==> src/rtl/mem_arb_pkg.sv <==
// mem_arb_pkg: shared encodings for the unified-memory port arbiter
package mem_arb_pkg;
  typedef enum logic [1:0] {IDLE = 2'd0, BUSY = 2'd1, RESP = 2'd2} state_e;
  typedef enum logic {OWN_IF = 1'b0, OWN_DM = 1'b1} owner_e;
  localparam logic [1:0] SZ_NONE = 2'b00;
  localparam logic [1:0] SZ_WORD = 2'b01;
  localparam logic [1:0] SZ_HALF = 2'b10;
  localparam logic [1:0] SZ_BYTE = 2'b11;
endpackage

==> src/rtl/arb_watchdog.sv <==
// arb_watchdog: saturating 8-bit busy-cycle counter flagging a hung memory
module arb_watchdog #(
  parameter int TIMEOUT = 255
) (
  input  logic clk,
  input  logic rst_n,
  input  logic clr_i,
  input  logic en_i,
  output logic expired_o
);
  logic [7:0] cnt_q, cnt_d;
  always_comb cnt_d = clr_i ? 8'd0 : (en_i && cnt_q != 8'hFF) ? cnt_q + 8'd1 : cnt_q;
  always_ff @(posedge clk or negedge rst_n)
    if (!rst_n) cnt_q <= 8'd0;
    else cnt_q <= cnt_d;
  assign expired_o = cnt_q == 8'(TIMEOUT - 1);
endmodule

==> src/rtl/mem_port_arbiter.sv <==
// mem_port_arbiter: shares one variable-latency memory between fetch and data ports
module mem_port_arbiter
  import mem_arb_pkg::*;
#(
  parameter bit FAIR    = 1'b0,
  parameter int TIMEOUT = 255,
  parameter int AW      = 32,
  parameter int DW      = 32
) (
  input  logic          clk,
  input  logic          rst_n,
  input  logic          if_req_i,
  input  logic [AW-1:0] if_addr_i,
  output logic [DW-1:0] if_rdata_o,
  output logic          if_done_o,
  output logic          if_stall_o,
  input  logic          dm_req_i,
  input  logic          dm_we_i,
  input  logic [1:0]    dm_size_i,
  input  logic [AW-1:0] dm_addr_i,
  input  logic [DW-1:0] dm_wdata_i,
  output logic [DW-1:0] dm_rdata_o,
  output logic          dm_done_o,
  output logic          dm_stall_o,
  output logic          mem_req_o,
  output logic          mem_we_o,
  output logic [1:0]    mem_size_o,
  output logic [AW-1:0] mem_addr_o,
  output logic [DW-1:0] mem_wdata_o,
  input  logic          mem_ack_i,
  input  logic [DW-1:0] mem_rdata_i,
  output logic          bus_err_o
);
  state_e state_q, state_d;
  owner_e owner_q;
  logic grant_dm, expired, wd_clr, wd_en, finish;
  logic [DW-1:0] rd_val;

  arb_watchdog #(.TIMEOUT(TIMEOUT)) u_wd (
    .clk(clk), .rst_n(rst_n), .clr_i(wd_clr), .en_i(wd_en), .expired_o(expired)
  );

  // owner_q doubles as last-granted owner; it resets to IF so DM wins first contention
  assign grant_dm = dm_req_i & (~if_req_i | ~FAIR | (owner_q == OWN_IF));
  assign finish   = state_q == BUSY && (mem_ack_i || expired);
  assign rd_val   = mem_ack_i ? mem_rdata_i : '0;

  always_ff @(posedge clk or negedge rst_n)
    if (!rst_n) state_q <= IDLE;
    else state_q <= state_d;

  always_comb
    state_d = (state_q == IDLE) ? ((if_req_i | dm_req_i) ? BUSY : IDLE) :
              (state_q == BUSY) ? (finish ? RESP : BUSY) : IDLE;

  always_comb begin
    mem_req_o = state_q == BUSY;
    if_done_o = state_q == RESP && owner_q == OWN_IF;
    dm_done_o = state_q == RESP && owner_q == OWN_DM;
    wd_clr    = state_q == IDLE;
    wd_en     = state_q == BUSY;
  end

  assign if_stall_o = if_req_i & ~if_done_o;
  assign dm_stall_o = dm_req_i & ~dm_done_o;

  always_ff @(posedge clk or negedge rst_n)
    if (!rst_n) begin
      owner_q     <= OWN_IF;
      mem_we_o    <= 1'b0;
      mem_size_o  <= SZ_NONE;
      mem_addr_o  <= '0;
      mem_wdata_o <= '0;
      if_rdata_o  <= '0;
      dm_rdata_o  <= '0;
      bus_err_o   <= 1'b0;
    end else begin
      if (state_q == IDLE && (if_req_i || dm_req_i)) begin
        owner_q     <= grant_dm ? OWN_DM : OWN_IF;
        mem_we_o    <= grant_dm & dm_we_i;
        mem_size_o  <= grant_dm ? dm_size_i : SZ_NONE;
        mem_addr_o  <= grant_dm ? dm_addr_i : if_addr_i;
        mem_wdata_o <= grant_dm ? dm_wdata_i : '0;
      end
      if (finish) begin
        if (owner_q == OWN_DM) dm_rdata_o <= rd_val;
        else if_rdata_o <= rd_val;
        if (!mem_ack_i) bus_err_o <= 1'b1;
      end
    end
endmodule

==> config.mk <==
export PLATFORM = sky130hd
export DESIGN_NAME = mem_port_arbiter
export DESIGN_NICKNAME = d
export VERILOG_FILES = /design/src/rtl/mem_arb_pkg.sv /design/src/rtl/arb_watchdog.sv /design/src/rtl/mem_port_arbiter.sv
export SDC_FILE = /design/constraint.sdc
export NUM_CORES = 1
export LEC_CHECK = 0
export CAP_MARGIN = 0
export CORE_MARGIN = 4
export CORE_UTILIZATION = 40
export DETAILED_ROUTE_END_ITERATION = 10
export PLACE_DENSITY_LB_ADDON = 0.1
export SLEW_MARGIN = 10
export SYNTH_ARGS = -nofsm -noshare
export SYNTH_HDL_FRONTEND = slang
export SYNTH_HIERARCHICAL = 1
export SYNTH_SLANG_ARGS = --single-unit
==> constraint.sdc <==
create_clock -name clk -period 3.6 [get_ports clk]
set_input_delay 0.72 -clock clk [delete_from_list [all_inputs] [get_ports clk]]
set_output_delay 0.72 -clock clk [all_outputs]
set_load 0.05 [all_outputs]
# Word level (Yosys, flattened, before mapping)
# Index checks and enable logic that the tools add are counted.
# totals
register_bits	143
input_bits	136
out_inout_bits	137
wordCells	46
# op_classes
addsub	1
eq_ne	4
n_mux	11
bitwise	8
reduce_logical	12
# op_table
op	n
2-to-1 mux 32 bit	3
2-to-1 mux 8 bit	2
adder 8 x 1 -> 8 bit (second input constant)	1
equality test 8 bit (second input constant)	1
2-to-1 mux 2 bit	4
inequality test 8 bit (second input constant)	1
AND reduction 2 bit	3
logical AND 1 bit	5
inverter 1 bit	4
bitwise AND 1 bit	3
equality test 2 x 1 -> 1 bit (second input constant)	1
equality test 2 bit (second input constant)	1
zero test 2 bit	1
logical OR 1 bit	2
2-to-1 mux 1 bit	2
nonzero test 2 bit	1
OR 1 bit	1

# Logic depth before layout (Yosys ltp)
# depth
depth_word	6
depth_mapped	7
depth_no_buf	6

# Modules after synthesis
# Netlist, hierarchy kept.
# modules_own_cells
module	instances	cells_per_inst	area_per_inst_um2	seq_area_each_um2
mem_port_arbiter	1	373	5616.6	3378.2
arb_watchdog	1	53	495.5	200.2

# Worst setup path after synthesis
# No wires, ideal clock.
# synth_timing
kind	reg2out
from	reg owner_q
to	out if_stall_o
arrival_ns	2.246
t_required_ns	2.880
slack_ns	0.634
path_stages_with_launch	3
n_path_buf	0
cell_sequence	dfrtp_1 > nor3b_1 > nor2b_1
# synth_via
elab_chain_cells	4
# synth_lines
element	line	source
start, declared	mem_port_arbiter.sv:35	owner_e owner_q;
start signal, assigned	mem_port_arbiter.sv:79	owner_q <= grant_dm ? OWN_DM : OWN_IF;
inverter 1 bit (no line)	--	
logical AND 1 bit	mem_port_arbiter.sv:58	if_done_o = state_q == RESP && owner_q == OWN_IF;
net if_done_o	mem_port_arbiter.sv:15	output logic if_done_o,
inverter 1 bit	mem_port_arbiter.sv:64	assign if_stall_o = if_req_i & ~if_done_o;
bitwise AND 1 bit	mem_port_arbiter.sv:64	
end, declared	mem_port_arbiter.sv:16	output logic if_stall_o,
# The timed path passes the listed nets, and every way through them passes these cells.

# Final worst setup path
# layout_timing
from	in if_req_i
to	out if_stall_o
# layout_via
elab_chain_cells	1
# layout_lines
element	line	source
start, declared	mem_port_arbiter.sv:12	input logic if_req_i,
bitwise AND 1 bit	mem_port_arbiter.sv:64	
# No other way between the ends.

==> results.py <==
metrics = {
    "finish": {
        "register_area_um2": 3580,
        "drive_gt1_share_pct": 24.3,
        "final_cell_mix": "clkdlybuf4s50_1 (270), dfrtp_1 (143), mux2_2 (120)",
        "nNetsFinal": 836,
        "multi_input_area_um2": 2340,
        "final_common_cell": "clkdlybuf4s50_1",
        "instances_no_fill": 895,
        "nFillCells": 1140,
        "area_growth_pct": 58.4,
        "final_core_util_pct": 65.6,
        "num_antenna_cells": 0,
        "final_area_um2": 9680,
    },
    "min_path": {
        "min_path_type": "primary input to asynchronous set/reset pin",
    },
    "grt": {
        "grtUsageTotal_pct": 19.6,
        "grt_pass1_vias": 4953,
        "grt_max_degree": 69,
        "overflow": 0,
        "antenna_found_initial": 0,
        "grt_pass1_wl_um": 27000,
    },
    "setup_path": {
        "r2r-start": "u_wd/cnt_q[2]",
        "r2r_end": "dm_rdata_o[18]",
        "path_cells": "clkdlybuf4s50_1 > nor2b_1 > clkdlybuf4s50_1",
        "start_kind": "primary input",
        "crit_arrival_ns": 2.23,
        "cp_max_fo": 3,
        "endpoint_kind": "primary output",
        "crit_required_ns": 2.88,
        "cpPeakStageDelay_ns": 0.81,
        "reg2reg_slack_ns": 1.36,
        "worstSetupPathType": "primary input to primary output",
        "cpMostUsedCell": "clkdlybuf4s50_1",
        "worst_path_max_delay_cell": "clkdlybuf4s50_1",
        "r2r_cells": 5,
    },
    "logic_synthesis": {
        "yosysSeqAreaShare_pct": 58.5,
        "synth_fp_nets": 564,
        "synth.avg_cell_area_um2": 14.3,
        "synth_flop_cell": "dfrtp_1",
        "yosysWarnings": 6,
        "synth_edf_count": 0,
        "synthDistinctLibCells": 39,
        "ys_ff_latch": 143,
        "synth_area_um2": 6110,
        "synth_cells": 426,
        "synth-async-reset-ratio_pct": 100,
    },
    "floorplan": {
        "dieArea_um2": 17300,
        "fp.coreArea_um2": 14800,
        "die_y_um": 132,
        "initial_utilization_pct": 41.4,
        "io_pins": 273,
        "row_count": 44,
        "fp.dieW_um": 132,
    },
    "detailed_routing": {
        "ant_nets": 0,
        "drt_iter0_drc": 187,
        "drc": 0,
        "num_vias": 4471,
        "firstDrtPassIters": 4,
        "routed_wl_um": 16800,
        "routed_via_density": 5.00,
        "wire_per_inst_um": 18.8,
    },
    "timing": {
        "worstMarginPinSlew_ns": 0.600,
        "timing.final.crit_share_pct": 82.0,
        "setup_violations": 0,
        "finalClockSkew_ns": 0.00592,
        "min_period_ns": 2.95,
        "max_slew_margin_pct": 60.0,
        "setup_tns_ns": 0,
        "drv_slew": 0,
        "hold_violations": 0,
        "max_freq_ghz": 0.339,
        "rsz0062_at_grt": "false",
    },
    "clocking": {
        "ctsRootBufferMaster": "clkbuf_16",
        "cts_hold_buf": 0,
        "clk-insertion-delay-late_ns": 0.41,
        "cts.path.max_buffers": 2,
        "post_cts_resized": 0,
        "clock_sinks": 143,
        "htreeDepth": 4,
        "cts.clk_slew.worst_paths_ns": 0.05,
        "cts_setup_buffers": 0,
        "cts_tree": "built",
        "cts_buffers": 17,
    },
    "placement": {
        "hpwl_um": 12500,
        "post_dp_cell_area_um2": 8990,
        "port_buffers": 272,
        "dp_cells": 863,
        "globalplace.congestion": 0.775,
    },
    "run_status": {
        "status": "finished, final reports clean",
    },
    "pwr": {
        "power_density_nw_per_um2": 1080,
        "power_mw": 10.5,
        "ir_drop_v": 0.000554,
        "leakage_nw": 4.18,
    },
    "flow_run": {
        "max-cap-violations": 0,
    },
}
## synthesized netlist by cell type, drive strengths merged, types with 2 or more instances
cell type    n  area, um2
nand3        5       30.0
clkbuf       5       18.8
and3         4       25.0
buf         23        155
a21oi        5       25.0
nand2        4       15.0
ha           2       25.0
a211oi       2       15.0
nor2         5       23.8
a22o        35        307
inv          6       22.5
and2        33        206
dfrtp      143       3580
nor2b        3       18.8
nand4        2       12.5
nor3         5       36.3
mux2       130       1470
## per-stage QoR
| stage | hold WS (ns) | worst slack (ns) |
|---|---|---|
| 2_1_floorplan | 0.424 | 0.634 |
| 4_1_cts | 0.293 | 0.642 |
| 3_3_place_gp | 0.453 | 0.654 |
| 6_report | 0.284 | 0.648 |
| 5_1_grt | 0.320 | 0.600 |
| 3_5_place_dp | 0.466 | 0.646 |
## worst max-delay path, delay by kind of cell
family / cells / cell delay [ns]
buf+inv: 2 / 1.35
simple gates: 1 / 0.16
## cell families (layout without fill, tap and decap cells)
| logic type | Yosys count | after routing | synth area share, % |
|---|---|---|---|
| simple gates | 67 | 67 | 7.00 |
| fa+ha+maj | 2 | 2 | 0.409 |
| mux | 130 | 130 | 24.0 |
| compound gates | 50 | 50 | 6.82 |
| flops | 143 | 143 | 58.5 |
| buf+inv | 34 | 319 | 3.21 |
## where the power goes
part	internal (mW)	total [mW]	switching (mW)	leakage, nW
logic	2.08	5.70	3.61	2.05
registers	2.35	2.76	0.409	1.81
clock network	1.36	2.00	0.643	0.331
total	5.80	10.5	4.66	4.18
## final cells by class
class	instances	area share [%]
inverters	6	0.233
clock buffers	24	5.39
flip-flops and latches	143	37.0
well taps	184	2.38
clock inverters	8	1.78
multi-input cells	249	24.2
repair buffers	281	29.1
## flip-flops by register name, indices dropped and copies added (netlist names)
signal       count
mem_wdata_o     32
state_q          2
dm_rdata_o      32
if_rdata_o      32
owner_q          1
u_wd/cnt_q       8
mem_we_o         1
mem_addr_o      32
mem_size_o       2
bus_err_o        1
## how the worst max path moves through the flow
stage	startpoint	slack, ns	to
after detailed placement	if_req_i	0.65	if_stall_o
final	if_req_i	0.65	if_stall_o
after floorplan	owner_q	0.63	if_stall_o
after CTS	if_req_i	0.64	if_stall_o
after global placement	if_req_i	0.65	if_stall_o
after global routing	if_req_i	0.60	if_stall_o
## layer usage
layer | share of wire, % | vias to the layer above | GRT usage, % | wire (um)
li1 | - | 2075 | - | -
met4 | 1.9 | 0 | 7.23 | 326
met5 | 0 | - | 0 | 0
met2 | 49 | 198 | 32.7 | 8210
met1 | 40 | 2178 | 22.4 | 6700
met3 | 9.5 | 20 | 8.68 | 1600
Power figures use the tool's default switching activity.
